===== config.mk =====
export PLATFORM = sky130hd
export DESIGN_NAME = c432_irq_sequencer
export DESIGN_NICKNAME = d
export VERILOG_FILES = /design/src/rtl/c432_irq_sequencer.sv
export SDC_FILE = /design/constraint.sdc
export NUM_CORES = 1
export LEC_CHECK = 0
export CORE_UTILIZATION = 45
export CTS_BUF_LIST = sky130_fd_sc_hd__clkbuf_16
export DETAILED_ROUTE_END_ITERATION = 8
export PLACE_DENSITY = 0.74
export SKIP_CTS_REPAIR_TIMING = 1
export SYNTH_ARGS = -nofsm -noshare
export SYNTH_HDL_FRONTEND = slang
export SYNTH_SLANG_ARGS = --single-unit

===== constraint.sdc =====
create_clock -name clk -period 2.1 [get_ports clk]
set_clock_uncertainty 0.15 [all_clocks]
set_input_delay 0.315 -clock clk [delete_from_list [all_inputs] [get_ports clk]]
set_output_delay 0.315 -clock clk [all_outputs]
set_load 0.005 [all_outputs]

===== src/rtl/c432_irq_sequencer.sv =====
// c432_irq_sequencer: 27-channel edge-captured interrupt sequencer, A > B > C, channel 8..0.
// Optional ack timeout enabled by defining C432_SCHED_ACK_TIMEOUT_EN.
module c432_irq_sequencer #(
    parameter int unsigned ACK_TIMEOUT = 16
) (
    input  logic       clk,
    input  logic       rst,
    input  logic [8:0] req_a,
    input  logic [8:0] req_b,
    input  logic [8:0] req_c,
    input  logic [8:0] enable,
    input  logic       irq_ack,
    input  logic       eoi,
    input  logic       err_clr,
    output logic       irq,
    output logic [1:0] irq_grp,
    output logic [3:0] irq_chan,
    output logic       busy,
    output logic       pending_any,
    output logic       timeout_err
);

    typedef enum logic [1:0] {
        S_IDLE    = 2'd0,
        S_REQ     = 2'd1,
        S_SERVICE = 2'd2
    } state_t;

    state_t      state, state_n;
    logic [26:0] req_all;
    logic [26:0] req_q;
    logic [26:0] pending;
    logic [26:0] edges;
    logic [26:0] elig;
    logic [26:0] clr_mask;
    logic        win_any;
    logic [1:0]  win_grp;
    logic [3:0]  win_chan;
    logic        ack_take;
    logic        tmo;

    assign req_all  = {req_c, req_b, req_a};
    assign edges    = req_all & ~req_q;
    assign elig     = pending & {3{enable}};
    assign win_any  = |elig;
    assign ack_take = (state == S_REQ) && irq_ack;
    assign pending_any = win_any;

    // Priority pick: group A over B over C, highest channel within a group
    always_comb begin
        win_grp  = 2'd0;
        win_chan = 4'd0;
        for (int g = 2; g >= 0; g--) begin
            if (|elig[g*9 +: 9]) begin
                win_grp = 2'(g + 1);
                for (int c = 0; c < 9; c++) begin
                    if (elig[g*9 + c]) win_chan = 4'(c);
                end
            end
        end
    end

    // Decode the granted vector into a one-hot clear mask on ack
    always_comb begin
        clr_mask = '0;
        for (int g = 0; g < 3; g++) begin
            for (int c = 0; c < 9; c++) begin
                if (ack_take && irq_grp == 2'(g + 1) && irq_chan == 4'(c))
                    clr_mask[g*9 + c] = 1'b1;
            end
        end
    end

    // Edge history and pending bits; a new edge beats the ack clear
    always_ff @(posedge clk or posedge rst) begin
        if (rst) begin
            req_q   <= '0;
            pending <= '0;
        end else begin
            req_q   <= req_all;
            pending <= (pending & ~clr_mask) | edges;
        end
    end

`ifdef C432_SCHED_ACK_TIMEOUT_EN
    logic [7:0] tmo_cnt;

    assign tmo = (state == S_REQ) && !irq_ack &&
                 (tmo_cnt == 8'(ACK_TIMEOUT - 1));

    // REQ cycle counter, cleared on REQ entry
    always_ff @(posedge clk or posedge rst) begin
        if (rst)
            tmo_cnt <= '0;
        else if (state != S_REQ)
            tmo_cnt <= '0;
        else
            tmo_cnt <= tmo_cnt + 8'd1;
    end

    // Sticky timeout flag, set wins over clear
    always_ff @(posedge clk or posedge rst) begin
        if (rst)
            timeout_err <= 1'b0;
        else if (tmo)
            timeout_err <= 1'b1;
        else if (err_clr)
            timeout_err <= 1'b0;
    end
`else
    logic unused_cfg;

    assign tmo         = 1'b0;
    assign timeout_err = 1'b0;
    assign unused_cfg  = ^{err_clr, 8'(ACK_TIMEOUT)};
`endif

    // State register
    always_ff @(posedge clk or posedge rst) begin
        if (rst)
            state <= S_IDLE;
        else
            state <= state_n;
    end

    // Next-state logic
    always_comb begin
        state_n = state;
        unique case (state)
            S_IDLE: begin
                if (win_any) state_n = S_REQ;
            end
            S_REQ: begin
                if (irq_ack)  state_n = S_SERVICE;
                else if (tmo) state_n = S_IDLE;
            end
            S_SERVICE: begin
                if (eoi) state_n = S_IDLE;
            end
            default: state_n = S_IDLE;
        endcase
    end

    // State-decoded outputs
    always_comb begin
        irq  = (state == S_REQ);
        busy = (state == S_SERVICE);
    end

    // Presented vector: latched on grant, cleared on eoi or timeout
    always_ff @(posedge clk or posedge rst) begin
        if (rst) begin
            irq_grp  <= 2'd0;
            irq_chan <= 4'd0;
        end else if (state == S_IDLE && win_any) begin
            irq_grp  <= win_grp;
            irq_chan <= win_chan;
        end else if ((state == S_SERVICE && eoi) || tmo) begin
            irq_grp  <= 2'd0;
            irq_chan <= 4'd0;
        end
    end

endmodule

# Word level (Yosys, flattened, before mapping)
# Cells that the tools add are included.
[totals] regBits=62 inputBits=41 out_inout_bits=10 word_cells=135
[op_classes] eq_ne=16 mux=67 bitwise_logic=6 n_reduce_logical=41
[op_table] operator="$mux 4" n=30
[op_table] operator="$and 27x27->27" n=3
[op_table] operator="$not 27->27" n=2
[op_table] operator="$logic_and 1x1->1" n=33
[op_table] operator="$mux 1" n=28
[op_table] operator="$or 27x27->27" n=1
[op_table] operator="$reduce_or 27->1" n=1
[op_table] operator="$reduce_or 9->1" n=3
[op_table] operator="$eq 4x3->1 const B" n=4
[op_table] operator="$mux 2" n=8
[op_table] operator="$eq 4x2->1 const B" n=2
[op_table] operator="$eq 2x2->1 const B" n=3
[op_table] operator="$ne 2x2->1 const B" n=3
[op_table] operator="$pmux 2 s3" n=1
[op_table] operator="$eq 2x1->1 const B" n=2
[op_table] operator="$eq 4x1->1 const B" n=1
[op_table] operator="$eq 4x4->1 const B" n=1
[op_table] operator="$logic_not 4->1" n=1
[op_table] operator="$reduce_and 3->1" n=1
[op_table] operator="$logic_not 2->1" n=1
[op_table] operator="$reduce_bool 2->1" n=1

# Depth between registers and ports, before layout
[logic_depth] depth_word=31 depth_mapped=8 mapped_depth_nobuf=6

# Least setup slack after synthesis
# OpenSTA, ideal clock, no wires.
[synth_timing] kind="in2reg" startpoint="input port enable[4]" endpoint="register irq_chan[0]" setup_ps=78 t_arrival_ps=1595 t_required_ps=1872 slack_ps=277 stages=8 path_buffers=2 cell_sequence="buf_2 a222oi_1 and3_1 buf_4 and3_4 a21boi_4 a21oi_4 o2bb2ai_1"
[synth_via] elab_chain_len=28 elab_cells_between_ends=34 classes_between="mux (27); bitwise (1); reduce/logical (6)"
[synth_lines] element="start: declaration" line="11" source="input logic [8:0] enable,"
[synth_lines] element="$and 27x27->27 *" line="44" source="assign elig = pending & {3{enable}};"
[synth_lines] element="$mux 4 (5 in a row)" line="57" source="if (elig[g*9 + c]) win_chan = 4'(c);"
[synth_lines] element="$mux 4" line="54" source="if (|elig[g*9 +: 9]) begin"
[synth_lines] element="$mux 4 (9 in a row)" line="57"
[synth_lines] element="$mux 4" line="54"
[synth_lines] element="$mux 4 (9 in a row)" line="57"
[synth_lines] element="$mux 4" line="54"
[synth_lines] element="$mux 4" line="155" source="end else if (state == S_IDLE && win_any) begin"
[synth_lines] element="end signal: assignment" line="157" source="irq_chan <= win_chan;"
[synth_lines] element="end: declaration" line="17" source="output logic [3:0] irq_chan,"
# Mark *: on every way between the ends. The rest lies on a longest branch, timed or not.
# A chain may end at the register's enable or synchronous reset.

# Worst setup path in the final report
[layout_timing] startpoint="register pending[13]" endpoint="output port pending_any"
[layout_via] elab_chain_len=2
[layout_lines] element="start: declaration" line="32" source="logic [26:0] pending;"
[layout_lines] element="start signal: assignment" line="81" source="pending <= (pending & ~clr_mask) | edges;"
[layout_lines] element="$and 27x27->27" line="44"
[layout_lines] element="$reduce_or 27->1" line="45" source="assign win_any = |elig;"
[layout_lines] element="end: declaration" line="19" source="output logic pending_any,"
# Every way passes these cells.

==> impl_metrics.env <==
export IMPL_nNetsFinal=405
export IMPL_min_period_ns=2.21
export IMPL_start_util_pct=47.3
export IMPL_antenna_found_initial=0
export IMPL_nFillCells=478
export IMPL_violations="setup timing"
export IMPL_comb_power_share_pct=24.7
export IMPL_synth_edf_count=0
export IMPL_finalHoldViolations=0
export IMPL_routabilityCongestion=0.872
export IMPL_crit_required_ns=1.63
export IMPL_path_max_fanout=2
export IMPL_drc=0
export IMPL_syn_num_nets=300
export IMPL_power_frac_seq_pct=38.4
export IMPL_leakage_nw=1.74
export IMPL_drt_pass1_iterations=5
export IMPL_die_x_um=78.6
export IMPL_switching_share_pct=28.8
export IMPL_clock_sinks=62
export IMPL_coreArea_sq_um=5570
export IMPL_worstRegToRegCells=7
export IMPL_dp_cells=423
export IMPL_syn_to_final_growth_pct=47.1
export IMPL_cts_root_buf="clkbuf_16"
export IMPL_fmax_mhz=452
export IMPL_clock_power_share_pct=36.9
export IMPL_grt_pass1_vias=2416
export IMPL_wirelength_mm=7.13
export IMPL_drt_iter0_drc=205
export IMPL_power_density_nw_per_um2=995
export IMPL_ys_warn_count=0
export IMPL_fin_crit_sh_pct=105
export IMPL_synth_distinct_cells=36
export IMPL_finalNonFillerCells=440
export IMPL_critical_path_max_stage_delay_ns=0.43
export IMPL_seq_area_sq_um=1550
export IMPL_drive_gt1_share_pct=19.8
export IMPL_grt_max_degree=63
export IMPL_die_area_sq_um=6170
export IMPL_synth_async_reset_ratio_pct=100
export IMPL_io_pins=51
export IMPL_multi_input_area_sq_um=972
export IMPL_status="finished, violations left"
export IMPL_cp_data_arrival_time_ns=1.75
export IMPL_row_count=27
export IMPL_seq_area_frac_synth_pct=58.8
export IMPL_rsz0062_at_grt="yes"
export IMPL_final_antenna_net_count=0
export IMPL_io_buffers=48
export IMPL_path_class="register to output port"
export IMPL_viasPerCell=5.37
export IMPL_critPathMostFrequentCell="and3_4"
export IMPL_syn_avg_cell_area_sq_um=10.2
export IMPL_p_sw_mw=1.11
export IMPL_synth_cell_area_sq_um=2640
export IMPL_fp_dieH_um=78.6
export IMPL_clk_pin_slew_ns=0.05
export IMPL_insertion_delay_ns=0.33
export IMPL_hpwl_mm=5.30
export IMPL_hold_class="input port to async pin"
export IMPL_htreeDepth=3
export IMPL_ys_flop_type="dfrtp_1"
export IMPL_cts_buffers=9
export IMPL_intPower_mw=2.75
export IMPL_track_usage_pct=25.5
export IMPL_peakVddDrop_v=0.000611
export IMPL_cap_viol_max_count=0
export IMPL_finalSetupViolations=1
export IMPL_ys_ff_latch=62
export IMPL_cts_max_path_buffers=2
export IMPL_wl_per_cell_um=16.2
export IMPL_slew_viol_final=0
export IMPL_grt_pass1_wl_mm=11.6
export IMPL_cts_tree="done"
export IMPL_grt_ovfl_total=0
export IMPL_synthCells=259
export IMPL_antenna_cells=0
export IMPL_path_cells="a222oi_1 > and3_4 > and3_4 > nand2_2 > clkbuf_2"
export IMPL_p_total_mw=3.86
export IMPL_timing_final_ws_setup_ns=-0.115
export IMPL_critPathSlowestCell="a222oi_1"
export IMPL_cp_start_kind="register"
export IMPL_vias=2361
export IMPL_end_kind="output port"
==> layer usage <==
| layer | wire length (um) | vias up | GRT usage (%) |
|---|---|---|---|
| met5 | 0 | - | 0 |
| met4 | 144 | 0 | 9.81 |
| met3 | 448 | 13 | 6.98 |
| met2 | 3440 | 85 | 42.1 |
| met1 | 3100 | 1134 | 31.8 |
| li1 | - | 1129 | - |
==> metrics by stage <==
step           setup WS (ns)  instance area (sq um)  setup TNS [ns]  util, %  hold slack (ns)
2_1_floorplan         0.0936                   2640               0        -            0.196
3_3_place_gp          -0.492                   3550           -1.93     63.8            0.252
3_5_place_dp          -0.503                   3550           -1.97     63.8            0.258
4_1_cts               -0.509                   3840          -0.509     68.9            0.233
5_1_grt               -0.214                   3880          -0.226     69.7            0.273
6_report              -0.115                   3880          -0.115     69.7            0.219
==> layout make-up <==
class                   instances  area share (%)
well taps                      72            2.32
clock buffers                   9            5.80
clock inverters                 6            1.61
inverters                      30            2.90
multi-input cells             164            25.0
repair buffers                 97            22.4
flip-flops and latches         62            40.0
==> critical path, delay by kind of cell (launching register included) <==
family,cells,cell delay (ns)
simple gates,3,0.48
compound gates,1,0.43
flops,1,0.40
buf+inv,1,0.11
==> cells by family (layout without fill, tap and decap cells) <==
kind of cell / count (synthesis) / after routing / synth area share (%)
AO/OA/AOI/OAI: 100 / 100 / 24.5
multiplexers: 1 / 1 / 0.379
other: 1 / 1 / 0.142
buffers and inverters: 33 / 142 / 5.03
AND/OR/NAND/NOR: 62 / 62 / 11.2
flip-flops: 62 / 62 / 58.8
==> layout by cell type, fill, tap and decap left out, types with 2 or more instances in the layout <==
master | synthesis | routed
dfrtp_1 | 62 | 62
o21ai_0 | 57 | 57
buf_4 | 2 | 48
clkdlybuf4s50_1 | 0 | 42
nand2_1 | 32 | 31
inv_1 | 30 | 29
a22oi_1 | 11 | 10
clkbuf_16 | 0 | 9
nor2b_1 | 6 | 6
nand3_1 | 7 | 6
nor2_1 | 6 | 6
a32o_1 | 5 | 5
dlymetal6s2s_1 | 0 | 5
a21oi_1 | 4 | 4
nand3b_1 | 3 | 3
a21o_1 | 3 | 3
nand2b_1 | 3 | 3
a31oi_1 | 3 | 3
o2bb2ai_1 | 3 | 3
a222oi_1 | 2 | 2
and3_4 | 1 | 2
a22o_1 | 2 | 2
clkinv_1 | 0 | 2
==> cell usage after synthesis (all sizes together) (5+ instances only) <==
master | n | area [sq um]
dfrtp | 62 | 1550
o21ai | 58 | 290
nand2 | 32 | 120
inv | 30 | 113
a22oi | 11 | 82.6
nand3 | 7 | 35.0
a21oi | 6 | 45.1
nor2 | 6 | 22.5
nor2b | 6 | 37.5
a32o | 5 | 50.1
==> final timing paths <==
| check | startpoint | slack [ns] | endpoint |
|---|---|---|---|
| max | pending[13] | -0.11 | pending_any |
| min | rst | 0.22 | pending[4] |
| max reg2reg | pending[13] | 0.11 | irq_chan[0] |
| min reg2reg | req_q[5] | 0.26 | pending[5] |
| max in group asynchronous | rst | 1.32 | state[1] |
| min in group clk | req_q[5] | 0.26 | pending[5] |
==> flip-flops by register name, summed over array words and instances (netlist names) <==
signal	cells
req_q	27
state	2
irq_grp	2
pending	27
irq_chan	4
==> power by group through the flow <==
stage / clock network, mW / logic (mW) / registers [mW]
after detailed placement: 0 / 0.934 / 1.50
final: 1.43 / 0.955 / 1.48
after CTS: 1.45 / 0.942 / 1.48
after global routing: 1.49 / 1.04 / 1.50
after global placement: 0 / 0.925 / 1.49
after floorplan: 0 / 0.451 / 1.47
No activity file was read; power rests on OpenSTA's default activity.
